--- src/rtl/ripple_add_sequencer.sv ---
// rtl/ripple_add_sequencer.sv - multi-cycle operand sequencer for a 3-bit ripple-carry adder slice
//
// Purpose: accepts WIDTH-bit operands on a valid/ready handshake and feeds them
// to an external combinational 3-bit adder one slice per cycle, LSB slice first.
// Each slice's COUT is registered as the next slice's carry-in. The returned SUM
// slices are assembled into a WIDTH-bit result, presented on a valid/ready output.
//
// Optional feature macro: RIPPLE_ADD_SEQ_SUB_EN
//   When defined, it adds the op_sub input. With op_sub=1 the block computes
//   op_a - op_b, and result_cout=1 means no borrow.
//
// Ports:
//   clk, rst                 clock, synchronous active-high reset
//   in_valid/in_ready        operand handshake
//   op_a, op_b, op_cin       operands and initial carry
//   op_sub                   subtract select (only with RIPPLE_ADD_SEQ_SUB_EN)
//   add_a, add_b, add_cin    slice driven to the external adder
//   add_sum, add_cout        combinational return from the external adder
//   out_valid/out_ready      result handshake
//   result, result_cout      assembled sum and carry out of the top slice
module ripple_add_sequencer #(
  parameter int WIDTH = 12
) (
  input  logic             clk,
  input  logic             rst,
  input  logic             in_valid,
  output logic             in_ready,
  input  logic [WIDTH-1:0] op_a,
  input  logic [WIDTH-1:0] op_b,
  input  logic             op_cin,
`ifdef RIPPLE_ADD_SEQ_SUB_EN
  input  logic             op_sub,
`endif
  output logic [2:0]       add_a,
  output logic [2:0]       add_b,
  output logic             add_cin,
  input  logic [2:0]       add_sum,
  input  logic             add_cout,
  output logic             out_valid,
  input  logic             out_ready,
  output logic [WIDTH-1:0] result,
  output logic             result_cout
);

  localparam int N  = WIDTH / 3;
  localparam int KW = (N > 1) ? $clog2(N) : 1;
  localparam int IW = (WIDTH > 1) ? $clog2(WIDTH) : 1;
  localparam logic [KW-1:0] K_LAST = KW'(N - 1);

  typedef enum logic [1:0] {IDLE, RUN, DONE} state_t;

  state_t          state, state_nxt;
  logic [WIDTH-1:0] a_reg, b_reg;
  logic            carry_reg;
  logic [KW-1:0]   k;
  logic [IW-1:0]   base;
  logic            sub_sel;

`ifdef RIPPLE_ADD_SEQ_SUB_EN
  assign sub_sel = op_sub;
`else
  assign sub_sel = 1'b0;
`endif

  // Bit offset of the slice currently being presented to the adder.
  assign base = IW'(3 * k);

  always_ff @(posedge clk) begin
    if (rst) state <= IDLE;
    else     state <= state_nxt;
  end

  always_comb begin
    state_nxt = state;
    in_ready  = 1'b0;
    out_valid = 1'b0;
    add_a     = 3'b000;
    add_b     = 3'b000;
    add_cin   = 1'b0;
    case (state)
      IDLE: begin
        in_ready = 1'b1;
        if (in_valid) state_nxt = RUN;
      end
      RUN: begin
        add_a   = a_reg[base +: 3];
        add_b   = b_reg[base +: 3];
        add_cin = carry_reg;
        if (k == K_LAST) state_nxt = DONE;
      end
      DONE: begin
        out_valid = 1'b1;
        if (out_ready) state_nxt = IDLE;
      end
      default: state_nxt = IDLE;
    endcase
  end

  always_ff @(posedge clk) begin
    if (rst) begin
      a_reg       <= '0;
      b_reg       <= '0;
      carry_reg   <= 1'b0;
      k           <= '0;
      result      <= '0;
      result_cout <= 1'b0;
    end else begin
      case (state)
        IDLE: begin
          if (in_valid) begin
            a_reg       <= op_a;
            // Subtraction is a + ~b + 1, so only B and the seed carry change.
            b_reg       <= sub_sel ? ~op_b : op_b;
            carry_reg   <= sub_sel ? 1'b1 : op_cin;
            k           <= '0;
            result      <= '0;
            result_cout <= 1'b0;
          end
        end
        RUN: begin
          result[base +: 3] <= add_sum;
          k                 <= k + 1'b1;
          // The top slice's carry is the final carry-out, not a ripple carry.
          if (k == K_LAST) result_cout <= add_cout;
          else             carry_reg   <= add_cout;
        end
        default: ;
      endcase
    end
  end

endmodule

--- config.mk ---
export PLATFORM = sky130hd
export DESIGN_NAME = ripple_add_sequencer
export DESIGN_NICKNAME = d
export VERILOG_FILES = /design/src/rtl/ripple_add_sequencer.sv
export SDC_FILE = /design/constraint.sdc
export NUM_CORES = 1
export LEC_CHECK = 0
export BUFFER_PORTS_ARGS = -buffer_cell sky130_fd_sc_hd__buf_2
export CORE_ASPECT_RATIO = 0.8
export CORE_UTILIZATION = 55
export CTS_CLUSTER_DIAMETER = 100
export DETAILED_ROUTE_END_ITERATION = 10
export GPL_ROUTABILITY_DRIVEN = 0
export PLACE_DENSITY = 0.84
export SLEW_MARGIN = 5
export SYNTH_ARGS = -nofsm -noshare
export SYNTH_HDL_FRONTEND = slang
export SYNTH_SLANG_ARGS = --single-unit
--- constraint.sdc ---
create_clock -name clk -period 4.91 [get_ports clk]
set_clock_uncertainty 0.2 [all_clocks]
set_input_delay 0.491 -clock clk [delete_from_list [all_inputs] [get_ports clk]]
set_output_delay 0.491 -clock clk [all_outputs]
set_load 0.005 [all_outputs]
* Word-level counts from Yosys, hierarchy flattened *
Cells that the tools add are included.

operators by class
  add/sub/neg operators = 2
  multiply operators = 1
  equal/unequal tests = 7
  shift operators = 4
  multiplexer cells = 20
  reductions and logical operators = 7

operator list
  operator                                               count
  case mux 12 bit (2 select lines)                       1
  variable part select 12 x 5 -> 3 bit                   2
  bitwise mux 12 bit                                     1
  two-way mux 12 bit                                     1
  variable shift 3 x 6 -> 12 bit (first input constant)  1
  variable part select 3 x 6 -> 12 bit                   1
  AND reduction 3 bit                                    3
  two-way mux 2 bit                                      4
  != test 2 bit (second input constant)                  4
  two-way mux 1 bit                                      7
  two-way mux 3 bit                                      2
  negation 4 -> 6 bit                                    1
  case mux 2 bit (3 select lines)                        1
  equality test 2 bit (second input constant)            2
  multiplier 2 x 2 -> 4 bit (first input constant)       1
  case mux 1 bit (2 select lines)                        2
  case mux 2 bit (2 select lines)                        1
  AND reduction 2 bit                                    2
  adder 2 x 1 -> 2 bit (second input constant)           1
  equality test 2 x 1 -> 1 bit (second input constant)   1
  zero test 2 bit                                        1
  nonzero test 2 bit                                     1

word-level totals
  flip-flop bits (word level) = 42
  output and inout port bits = 22
  word-level logic and storage cells = 48

* Longest topological paths before layout *
  depth in word-level cells = 5
  mapped depth = 6

* Worst setup path before layout *
OpenSTA, ideal clock, no wires.

  path type = register to output
  from = reg k[0]
  to = out add_a[0]
  arrival time = 1320 ps
  required time = 4219 ps
  slack = 2899 ps
  cell stages (with the launch flop) = 4
  path buffers = 1
  cell sequence = dfxtp_1 > buf_2 > mux4_2 > and2_1

between the ends
  longest elaborated chain between the ends = 3

ends and longest elaborated chain
  item                                  line  text
  from (decl)                           55    logic [KW-1:0] k;
  from (signal assigned)                122   k <= k + 1'b1;
  multiplier 2 x 2 -> 4 bit             66    assign base = IW'(3 * k);
  variable part select 12 x 5 -> 3 bit  86    add_a = a_reg[base +: 3];
  two-way mux 3 bit                     80    case (state)
  to (decl)                             34    output logic [2:0] add_a,

No other way between the ends.

* Worst setup path after layout *
  from = reg k[0]
  to = out add_a[2]

The elaborated chain is that of the path after synthesis.

==> results.yml <==
clocking:
  holdBufCountCts: 0
  cts-root-buf: "clkbuf_8"
  cts.repair.resized: 0
  cts_buffers: 5
  clock_sinks: 42
  clock_latency_ps: 290
  cts_tree: "done"
  clockBufferDepth: 2
  cts.clk_slew.worst_paths_ps: 70
  cts_setup_buffers: 0
  htree_num_levels: 2
worst_setup_path:
  start_kind: "register"
  endpoint: "add_a[2]"
  crit_arrival_ps: 1950
  crit_required_ps: 4220
  worstSetupEndpointType: "primary output"
  crit_fanout: 14
  r2r_end: "result[9]"
  r2r_cells: 5
  r2r_slack_ps: 2550
  r2r_start: "k[0]"
  critPathKind: "register to primary output"
  critPathLaunch: "k[0]"
pwr:
  seqPwrFrac: 0.563
  combPwrFrac: 0.125
  clockPowerShare: 0.312
  power.internal_mw: 0.494
  ir_drop_uv: 221
  power.leakage_nw: 0.953
  switchingPower_mw: 0.162
  powerDensity_nw_per_um2: 295
  p_sw_frac: 0.247
cells_and_area:
  fillers: 273
  fin_nets: 291
  multi_input_area_um2: 967
  seqCellArea_um2: 841
  drive_above_1_share: 0.298
  n_antenna_cell: 0
  syn2layout_area_growth_pct: 16.2
job:
  max_cap_viol_count: 0
detailed_routing:
  met3WireLength_um: 175
  drc: 0
  final_antenna_net_count: 0
  top_layer: "met4"
  drt_iter0_markers: 95
  wl_met2_mm: 1.70
  drtPass1Iterations: 4
  vias: 1558
  routedWlPerCell_um: 12.8
  wl_mm: 3.73
  drt-vias-per-instance: 5.34
  met1_length_mm: 1.78
placement:
  hpwl_mm: 2.60
  port-buffer-count: 54
global_routing:
  grt_pass1_wl_mm: 5.93
  antenna_found_initial: 0
  grt_max_degree: 38
  globalRouteOverflowTotal: 0
  grt.total_usage: 0.229
  grt_pass1_vias: 1329
timing:
  setup_tns_ps: 0
  slew_headroom: 0.405
  hold_viol_final: 0
  min_period_ps: 2650
  worstMarginPinSlew_ps: 893
  rsz0062_at_grt: "false"
  period_share: 0.539
  max_freq_mhz: 378
  worst_hold_slack_ps: 231
  slew_violations: 0
  setup_viol: 0
yosys:
  synth_seq_cells: 42
  synth_area_um2: 1910
  syn_inst: 204
  synth_area_per_cell_um2: 9.38
  yosys_warnings: 0
  syn_nets: 243
  synth_cell_type_count: 30
  synth_seq_area_share: 0.440
die:
  die_w_um: 67.9
  die_h_um: 54.8
  dieArea_um2: 3720
  rows: 18
  coreArea_um2: 3200
  io_pins: 55
  start_util: 0.598
outcome:
  status: "finished clean"
min_path:
  hold_class: "input port to register"
## cells in the final DEF, fill, tap and decap left out, drive strengths merged, types with 3 or more instances in the layout
cell type / n
a21oi: 33
a22o: 12
and2: 7
buf: 55
clkbuf: 7
dfxtp: 42
ha: 6
inv: 3
mux2: 4
mux4: 6
nand2: 52
nand3: 4
nor2: 4
nor2b: 5
## final cells by class
cell class              instances  area share
clock buffers                   7      0.0343
repair buffers                 55       0.125
well taps                      40      0.0225
inverters                       3     0.00506
flip-flops and latches         42       0.378
multi-input cells             145       0.435
## worst min-delay path by stage
stage | endpoint | startpoint | cells after the start | slack, ps
after CTS | a_reg[7] | op_a[7] | 3 | 230
after detailed placement | b_reg[7] | b_reg[7] | 2 | 250
after floorplan | a_reg[6] | a_reg[6] | 2 | 230
after global placement | a_reg[10] | a_reg[10] | 2 | 240
after global routing | b_reg[11] | op_b[11] | 3 | 230
final | a_reg[9] | op_a[9] | 3 | 230
## Yosys cell counts
cell type | n | share of area
nand3_1 | 4 | 0.010
nor2b_1 | 5 | 0.016
nor4_2 | 1 | 0.0065
dfxtp_1 | 42 | 0.44
and2b_1 | 1 | 0.0039
buf_2 | 2 | 0.0052
a211oi_1 | 1 | 0.0039
nand4bb_1 | 1 | 0.0059
nand3b_1 | 1 | 0.0039
ha_1 | 6 | 0.039
buf_6 | 3 | 0.018
nor3b_2 | 1 | 0.0065
mux2_1 | 2 | 0.012
mux4_2 | 6 | 0.071
nor4b_2 | 1 | 0.0078
clkbuf_2 | 1 | 0.0026
inv_1 | 3 | 0.0059
or3b_1 | 1 | 0.0046
and2_1 | 7 | 0.023
a22o_1 | 12 | 0.055
buf_4 | 4 | 0.016
nand2_1 | 52 | 0.10
a21oi_2 | 4 | 0.018
nor2_1 | 4 | 0.0078
a21oi_1 | 29 | 0.076
nand2b_1 | 2 | 0.0065
nor3b_1 | 1 | 0.0039
mux2_4 | 2 | 0.016
clkbuf_1 | 4 | 0.0078
o221a_1 | 1 | 0.0059
## cell families after synthesis
| kind of cell | Yosys count | synth area share |
|---|---|---|
| AO/OA/AOI/OAI | 47 | 0.159 |
| adder cells (fa/ha/maj) | 6 | 0.0392 |
| buffers and inverters | 17 | 0.0549 |
| flip-flops | 42 | 0.440 |
| multiplexers | 10 | 0.0981 |
| AND/OR/NAND/NOR | 82 | 0.209 |
## power groups by stage
stage                     clock network (mW)  logic [mW]  registers, mW
after floorplan                            0      0.0658          0.369
after CTS                              0.210      0.0823          0.369
after detailed placement                   0      0.0820          0.377
final                                  0.205      0.0822          0.369
after global placement                     0      0.0802          0.376
after global routing                   0.224      0.0921          0.372
## stage by stage
stage / utilization / power [mW] / worst slack [ps] / std cells / area (um^2)
2_1_floorplan: - / 0.435 / 2900 / 204 / 1910
3_3_place_gp: 0.671 / 0.457 / 2560 / 285 / 2150
3_5_place_dp: 0.671 / 0.459 / 2540 / 285 / 2150
4_1_cts: 0.695 / 0.661 / 2230 / 292 / 2220
5_1_grt: 0.695 / 0.688 / 2120 / 292 / 2220
6_report: 0.695 / 0.656 / 2260 / 292 / 2220
## critical path, stage by stage, from the launching register on
cell,delay (ps)
dfxtp_1,790
mux4_2,580
and2_1,170
buf_2,120
## layer usage
| metal | up-vias | track usage |
|---|---|---|
| met2 | 37 | 0.368 |
| met3 | 7 | 0.0563 |
| met5 | - | 0 |
| met1 | 718 | 0.288 |
| li1 | 796 | - |
| met4 | 0 | 0.115 |
Note: power is estimated with default switching activity, not from simulation.
